<file path="config.mk">
export PLATFORM = sky130hd
export DESIGN_NAME = lift_scheduler
export DESIGN_NICKNAME = d
export VERILOG_FILES = /design/src/rtl/lift_pkg.sv /design/src/rtl/lift_target_sel.sv /design/src/rtl/lift_scheduler.sv
export SDC_FILE = /design/constraint.sdc
export NUM_CORES = 1
export LEC_CHECK = 0
export CORE_ASPECT_RATIO = 0.75
export CORE_MARGIN = 5
export CORE_UTILIZATION = 49
export CTS_BUF_LIST = sky130_fd_sc_hd__clkbuf_16
export DETAILED_ROUTE_END_ITERATION = 8
export PLACE_DENSITY_LB_ADDON = 0.12
export SYNTH_ARGS = -nofsm -noshare
export SYNTH_HDL_FRONTEND = slang
export SYNTH_HIERARCHICAL = 1
export SYNTH_SLANG_ARGS = --single-unit
</file>
<file path="constraint.sdc">
create_clock -name clk -period 2.3 [get_ports clk]
set_clock_uncertainty 0.15 [all_clocks]
set_input_delay 0.575 -clock clk [delete_from_list [all_inputs] [get_ports clk]]
set_output_delay 0.575 -clock clk [all_outputs]
set_load 0.05 [all_outputs]
</file>
<file path="src/rtl/lift_pkg.sv">
// Shared definitions for the lift scheduler.
// Holds the default floor count, the default door dwell time, the derived
// floor-number width and the scheduler state encoding.
package lift_pkg;

   localparam int NUM_FLOORS_DEF  = 8;
   localparam int DOOR_CYCLES_DEF = 4;
   localparam int FLOOR_W_DEF     = $clog2(NUM_FLOORS_DEF);

   typedef enum logic [1:0] {
      IDLE = 2'd0,
      MOVE = 2'd1,
      DOOR = 2'd2
   } state_e;

endpackage

</file>
<file path="src/rtl/lift_target_sel.sv">
// Combinational nearest-call selector.
// Finds the closest pending floor strictly above and strictly below the car,
// then picks one according to the preferred sweep direction. If nothing lies
// in the preferred direction, it falls back to the other side and reports the
// reversed direction.
//   pending_i   : bitmap of outstanding calls
//   cur_floor_i : current car floor
//   dir_up_i    : preferred direction (1 = up, 0 = down)
//   found_o     : a candidate floor exists on either side
//   floor_o     : chosen floor
//   dir_up_o    : direction of travel to the chosen floor (1 = up)
module lift_target_sel import lift_pkg::*; #(
   parameter  int NUM_FLOORS = NUM_FLOORS_DEF,
   localparam int FLOOR_W    = $clog2(NUM_FLOORS)
) (
   input  logic [NUM_FLOORS-1:0] pending_i,
   input  logic [FLOOR_W-1:0]    cur_floor_i,
   input  logic                  dir_up_i,
   output logic                  found_o,
   output logic [FLOOR_W-1:0]    floor_o,
   output logic                  dir_up_o
);

   logic               above_found;
   logic               below_found;
   logic [FLOOR_W-1:0] above_floor;
   logic [FLOOR_W-1:0] below_floor;

   always_comb begin
      above_found = 1'b0;
      below_found = 1'b0;
      above_floor = '0;
      below_floor = '0;
      // Scan downwards so the last hit above the car is the nearest one.
      for (int i = NUM_FLOORS - 1; i >= 0; i--) begin
         if (pending_i[i] && (i > int'(cur_floor_i))) begin
            above_found = 1'b1;
            above_floor = i[FLOOR_W-1:0];
         end
      end
      // Scan upwards so the last hit below the car is the nearest one.
      for (int i = 0; i < NUM_FLOORS; i++) begin
         if (pending_i[i] && (i < int'(cur_floor_i))) begin
            below_found = 1'b1;
            below_floor = i[FLOOR_W-1:0];
         end
      end
   end

   always_comb begin
      found_o  = above_found | below_found;
      floor_o  = '0;
      dir_up_o = dir_up_i;
      if (dir_up_i) begin
         if (above_found) begin
            floor_o  = above_floor;
            dir_up_o = 1'b1;
         end else begin
            floor_o  = below_floor;
            dir_up_o = 1'b0;
         end
      end else begin
         if (below_found) begin
            floor_o  = below_floor;
            dir_up_o = 1'b0;
         end else begin
            floor_o  = above_floor;
            dir_up_o = 1'b1;
         end
      end
   end

endmodule

</file>
<file path="src/rtl/lift_scheduler.sv">
// Single-car lift scheduler (IDLE / MOVE / DOOR sweep controller).
// Collects floor calls into a pending bitmap, commands the car to the nearest
// call in the current sweep direction, retargets to calls passed on the way,
// and holds the door open for DOOR_CYCLES cycles at each stop.
//   clk, reset    : clock, synchronous active-high reset
//   call_valid    : a call for call_floor is presented this cycle
//   call_floor    : floor of the presented call
//   cur_floor     : current car floor
//   car_stopped   : car is stationary at cur_floor
//   target_floor  : commanded floor, target_valid marks it live
//   dir_up/down   : current sweep direction (both 0 until first move)
//   door_open     : door-open command
//   pending       : outstanding calls
//   busy          : not idle, or calls outstanding
module lift_scheduler import lift_pkg::*; #(
   parameter  int NUM_FLOORS  = NUM_FLOORS_DEF,
   parameter  int DOOR_CYCLES = DOOR_CYCLES_DEF,
   localparam int FLOOR_W     = $clog2(NUM_FLOORS)
) (
   input  logic                  clk,
   input  logic                  reset,
   input  logic                  call_valid,
   input  logic [FLOOR_W-1:0]    call_floor,
   input  logic [FLOOR_W-1:0]    cur_floor,
   input  logic                  car_stopped,
   output logic [FLOOR_W-1:0]    target_floor,
   output logic                  target_valid,
   output logic                  dir_up,
   output logic                  dir_down,
   output logic                  door_open,
   output logic [NUM_FLOORS-1:0] pending,
   output logic                  busy
);

   localparam int               CNT_W    = $clog2(DOOR_CYCLES + 1);
   localparam logic [CNT_W-1:0] CNT_LAST = CNT_W'(DOOR_CYCLES - 1);

   state_e                  state_q, state_d;
   logic [NUM_FLOORS-1:0]   pending_q, pending_d;
   logic [FLOOR_W-1:0]      target_q, target_d;
   logic                    tvalid_q, tvalid_d;
   logic                    dir_up_q, dir_up_d;
   logic                    dir_down_q, dir_down_d;
   logic [CNT_W-1:0]        door_cnt_q, door_cnt_d;

   logic                    call_ok;
   logic [NUM_FLOORS-1:0]   set_mask;
   logic [NUM_FLOORS-1:0]   clr_mask;
   logic                    sel_found;
   logic [FLOOR_W-1:0]      sel_floor;
   logic                    sel_up;

   // No direction yet (both flags low) counts as a preference for up.
   lift_target_sel #(.NUM_FLOORS(NUM_FLOORS)) u_sel (
      .pending_i   (pending_q),
      .cur_floor_i (cur_floor),
      .dir_up_i    (dir_up_q | ~dir_down_q),
      .found_o     (sel_found),
      .floor_o     (sel_floor),
      .dir_up_o    (sel_up)
   );

   always_ff @(posedge clk) begin
      if (reset) begin
         state_q    <= IDLE;
         pending_q  <= '0;
         target_q   <= '0;
         tvalid_q   <= 1'b0;
         dir_up_q   <= 1'b0;
         dir_down_q <= 1'b0;
         door_cnt_q <= '0;
      end else begin
         state_q    <= state_d;
         pending_q  <= pending_d;
         target_q   <= target_d;
         tvalid_q   <= tvalid_d;
         dir_up_q   <= dir_up_d;
         dir_down_q <= dir_down_d;
         door_cnt_q <= door_cnt_d;
      end
   end

   always_comb begin
      state_d    = state_q;
      target_d   = target_q;
      tvalid_d   = tvalid_q;
      dir_up_d   = dir_up_q;
      dir_down_d = dir_down_q;
      door_cnt_d = door_cnt_q;
      call_ok    = call_valid && (int'(call_floor) < NUM_FLOORS);
      set_mask   = '0;
      clr_mask   = '0;
      if (call_ok) begin
         set_mask[call_floor] = 1'b1;
      end

      unique case (state_q)
         IDLE: begin
            if (pending_q == '0) begin
               // nothing to do; direction is retained for the next sweep
            end else if (pending_q[cur_floor]) begin
               state_d              = DOOR;
               clr_mask[cur_floor]  = 1'b1;
               door_cnt_d           = '0;
            end else if (sel_found) begin
               state_d    = MOVE;
               target_d   = sel_floor;
               tvalid_d   = 1'b1;
               dir_up_d   = sel_up;
               dir_down_d = ~sel_up;
            end
         end
         MOVE: begin
            if ((cur_floor == target_q) && car_stopped) begin
               state_d            = DOOR;
               clr_mask[target_q] = 1'b1;
               tvalid_d           = 1'b0;
               door_cnt_d         = '0;
            end else if (call_ok &&
                         ((dir_up_q   && (call_floor > cur_floor) && (call_floor < target_q)) ||
                          (dir_down_q && (call_floor < cur_floor) && (call_floor > target_q)))) begin
               // A call the car will pass on the way becomes the new stop;
               // the old target stays pending via the bitmap.
               target_d = call_floor;
            end
         end
         DOOR: begin
            if (call_ok && (call_floor == cur_floor)) begin
               // Served by holding the door: no pending bit, counter restarts.
               set_mask   = '0;
               door_cnt_d = '0;
            end else if (door_cnt_q == CNT_LAST) begin
               state_d    = IDLE;
               door_cnt_d = '0;
            end else begin
               door_cnt_d = door_cnt_q + CNT_W'(1);
            end
         end
         default: begin
            state_d = IDLE;
         end
      endcase

      // Clear wins over set so a same-cycle call for the floor being served is absorbed.
      pending_d = (pending_q | set_mask) & ~clr_mask;
   end

   assign target_floor = target_q;
   assign target_valid = tvalid_q;
   assign dir_up       = dir_up_q;
   assign dir_down     = dir_down_q;
   assign door_open    = (state_q == DOOR);
   assign pending      = pending_q;
   assign busy         = (state_q != IDLE) || (|pending_q);

endmodule

</file>
==> flow_summary_export.csv <==
group,metric,value,unit
detailed_routing,drcViolationCount,0,
timing,final.setup.tns,-0.278,ns
cts,h-tree-depth,1,
floorplanning,die_h,62.4,um
global_routing,grt_max_degree,13,
yosys,synthTopCellsByArea,"dfxtp_1 (21%), nor2_1 (5.5%), a21oi_1 (5.3%)",
detailed_routing,vias,2298,
flow_run,max_cap_violations,0,
finish,diodes,0,
cts,cts_buffers,3,
yosys,synthTopCellsByCount,"nor2_1 (26), a21oi_1 (19), dfxtp_1 (19)",
floorplanning,fp.dieW,79.8,um
worst_hold_path,hold_start,"door_cnt_q[1]",
finish,areaGrowthSynthToFinish,66.5,%
cts,cts_tree,"built",
yosys,yosysSeqAreaShare,21.2,%
cts,clk_latency,0.26,ns
critical_path,criticalPathCategory,"input pin to register",
pwr,sw_frac_of_total,37.4,%
timing,slew_violations,0,
timing,fin_crit_sh,104,%
place,port_buffers,25,
yosys,syn_avg_cell_area,7.85,um^2
yosys,ys_ff_latch,19,
status,violations,"setup timing",
timing,setup_viol,3,
timing,tightest_slew,0.677,ns
detailed_routing,vias_per_cell,6.37,
finish,fill_cells,199,
cts,cts-root-buf,"clkbuf_16",
finish,finalNetCount,327,
critical_path,cp_data_arrival_time,2.39,ns
detailed_routing,routedWlPerCell,20.6,um
detailed_routing,ant_nets,0,
finish,drive_above_1_share,47.2,%
global_routing,grt.total_usage,25.8,%
cts,clk_pin_slew,0.06,ns
yosys,synth_edf_count,0,
critical_path,crit_start,"call_floor[1]",
timing,rsz0062_at_grt,"true",
pwr,netSwitchingPower,0.510,mW
yosys,synth_top_cell_area_share,21.2,%
floorplanning,io_pins,26,
yosys,netlist_area,0.00179,mm^2
pwr,cellPowerDensity,457,mW/mm^2
global_routing,grt_pass1_wl,10.2,mm
floorplanning,num_rows,19,
yosys,postSynthCellCount,228,
critical_path,start_kind,"input pin",
pwr,p_comb_share,45.4,%
timing,fin_crit,2.39,ns
detailed_routing,first_iter_violations,262,
floorplanning,initial_utilization,49.9,%
place,place_congestion,0.887,
timing,whs,0.340,ns
detailed_routing,drt-total-wl,7.43,mm
yosys,async_flop_share,0,%
worst_hold_path,hp-class,"register to register",
pwr,pwr-share-clk,27.1,%
timing,max_freq,0.418,GHz
yosys,synthFlopType,"dfxtp_1",
timing,finalHoldViolations,0,
yosys,synth_nets,245,
pwr,power_frac_seq,27.5,%
yosys,yosys_warnings,6,
place,hpwlAfterDp,4.65,mm
floorplanning,die-area,0.00498,mm^2
status,status,"complete, but fails checks",
critical_path,end_kind,"register",
critical_path,r2r-start,"pending[5]",
timing,setup_slack,-0.0938,ns
pwr,power_leakage,1.24,nW
global_routing,grt_pass1_vias,2030,
floorplanning,coreArea,0.00359,mm^2
detailed_routing,drt_pass1_iterations,5,
global_routing,antenna_found_initial,0,
yosys,ys_types,59,
pwr,cell_internal_pwr,0.854,mW
critical_path,cp_max_fo,3,
global_routing,grt-ovfl-total,0,
timing,max_slew_margin,54.7,%
yosys,synth_top_area_cell,"dfxtp_1",
cts,clkSinkCount,19,
cts,cts_buffer_depth,2,
pwr,peakVddDrop,0.405,mV
yosys,synth.most_common_cell,"nor2_1",
critical_path,critical_path_required,2.30,ns
==> path summary, 6_finish.rpt <==
check | endpoint | slack (ns) | cells past startpoint
max reg2reg | target_floor[0] | -0.04 | 8
min reg2reg | door_cnt_q[1] | 0.34 | 2
min | door_cnt_q[1] | 0.34 | 2
max | target_floor[1] | -0.09 | 8
==> through the flow <==
stage / power (mW) / cells / util [%] / cell area (um^2) / setup slack (ns)
5_1_grt: 1.41 / 361 / 83.1 / 2980 / -0.125
3_5_place_dp: 0.868 / 344 / 67.2 / 2410 / -0.824
3_3_place_gp: 0.863 / 344 / 67.2 / 2410 / -0.770
4_1_cts: 1.28 / 357 / 75.0 / 2690 / -0.0953
2_1_floorplan: 0.681 / 228 / - / 1820 / -0.0933
6_report: 1.36 / 361 / 83.1 / 2980 / -0.0938
==> layout by cell type, fill, tap and decap left out, types with 4 or more instances in the layout <==
cell type        netlist  layout
nor2_4                 0       4
clkdlybuf4s50_1        0       6
mux2i_1                5       5
o21ai_0               12      10
a2111oi_4              1       7
buf_6                  2       8
nand2b_1               5       4
nor2b_1                6       6
dfxtp_2                0       4
ha_1                   7       4
nand2_1               17      16
inv_1                 15      14
nand3_1                6       4
nor2_2                 2       5
nor3_2                 1       4
nor2_1                26      19
a31oi_1                4       4
a21oi_1               19      19
mux2_4                 3       6
dfxtp_1               19      13
buf_4                  0      64
==> worst max-delay path: stages <==
cell and delay [ns]:
dlygate4sd2_1 0.29, ha_1 0.34, nand2_1 0.05, o21ai_0 0.25, buf_4 0.19, o31ai_4 0.08, o211ai_4 0.28, mux2_4 0.33
==> cell type report <==
class                           count  area, um^2  share of cell area [%]
Clock buffer                        3        75.1                    2.52
Clock inverter                      1        3.75                   0.126
Inverter                           15        56.3                    1.89
Multi-Input combinational cell    186        1650                    55.5
Sequential cell                    19         393                    13.2
Tap cell                           52        65.1                    2.18
Timing Repair Buffer               85         734                    24.6
==> power by group through the flow <==
| stage | sequential (mW) | clock (mW) | combinational [mW] |
|---|---|---|---|
| after CTS | 0.374 | 0.360 | 0.543 |
| after global routing | 0.378 | 0.380 | 0.652 |
| final | 0.375 | 0.369 | 0.620 |
| after detailed placement | 0.380 | 0 | 0.488 |
| after global placement | 0.380 | 0 | 0.483 |
| after floorplan | 0.426 | 0 | 0.254 |
==> kinds of logic (layout without fill, tap and decap cells) <==
| group | after synthesis | after routing | synth area share [%] |
|---|---|---|---|
| simple gates | 86 | 86 | 25.0 |
| buf+inv | 23 | 104 | 5.80 |
| fa+ha+maj | 7 | 7 | 4.89 |
| xor+xnor | 3 | 3 | 1.47 |
| mux | 13 | 13 | 9.08 |
| flops | 19 | 19 | 21.2 |
| compound gates | 77 | 77 | 32.5 |
==> repair_timing <==
item                                    4_1_cts  5_1_grt
pin swaps                                    10       23
hold buffers                                  0        0
cloned                                        1        0
setup buffers                                 8        4
endpoints found under the setup margin       20       16
resized for setup                            46       50
endpoints found under the hold margin         0        0
==> per-layer routing <==
metal | track usage [%] | part of all wire [%]
met2 | 39.3 | 46
met4 | 4.43 | 2.9
met5 | 0 | 0
met1 | 37.2 | 41
met3 | 6.50 | 9.8
==> state kept, by name, indices dropped and copies added (netlist names) <==
| signal | cells |
|---|---|
| pending | 8 |
| door_cnt_q | 3 |
| target_floor | 3 |
| state_q | 2 |
| dir_down | 1 |
| dir_up | 1 |
| target_valid | 1 |
(Power assumes the default switching activity.)
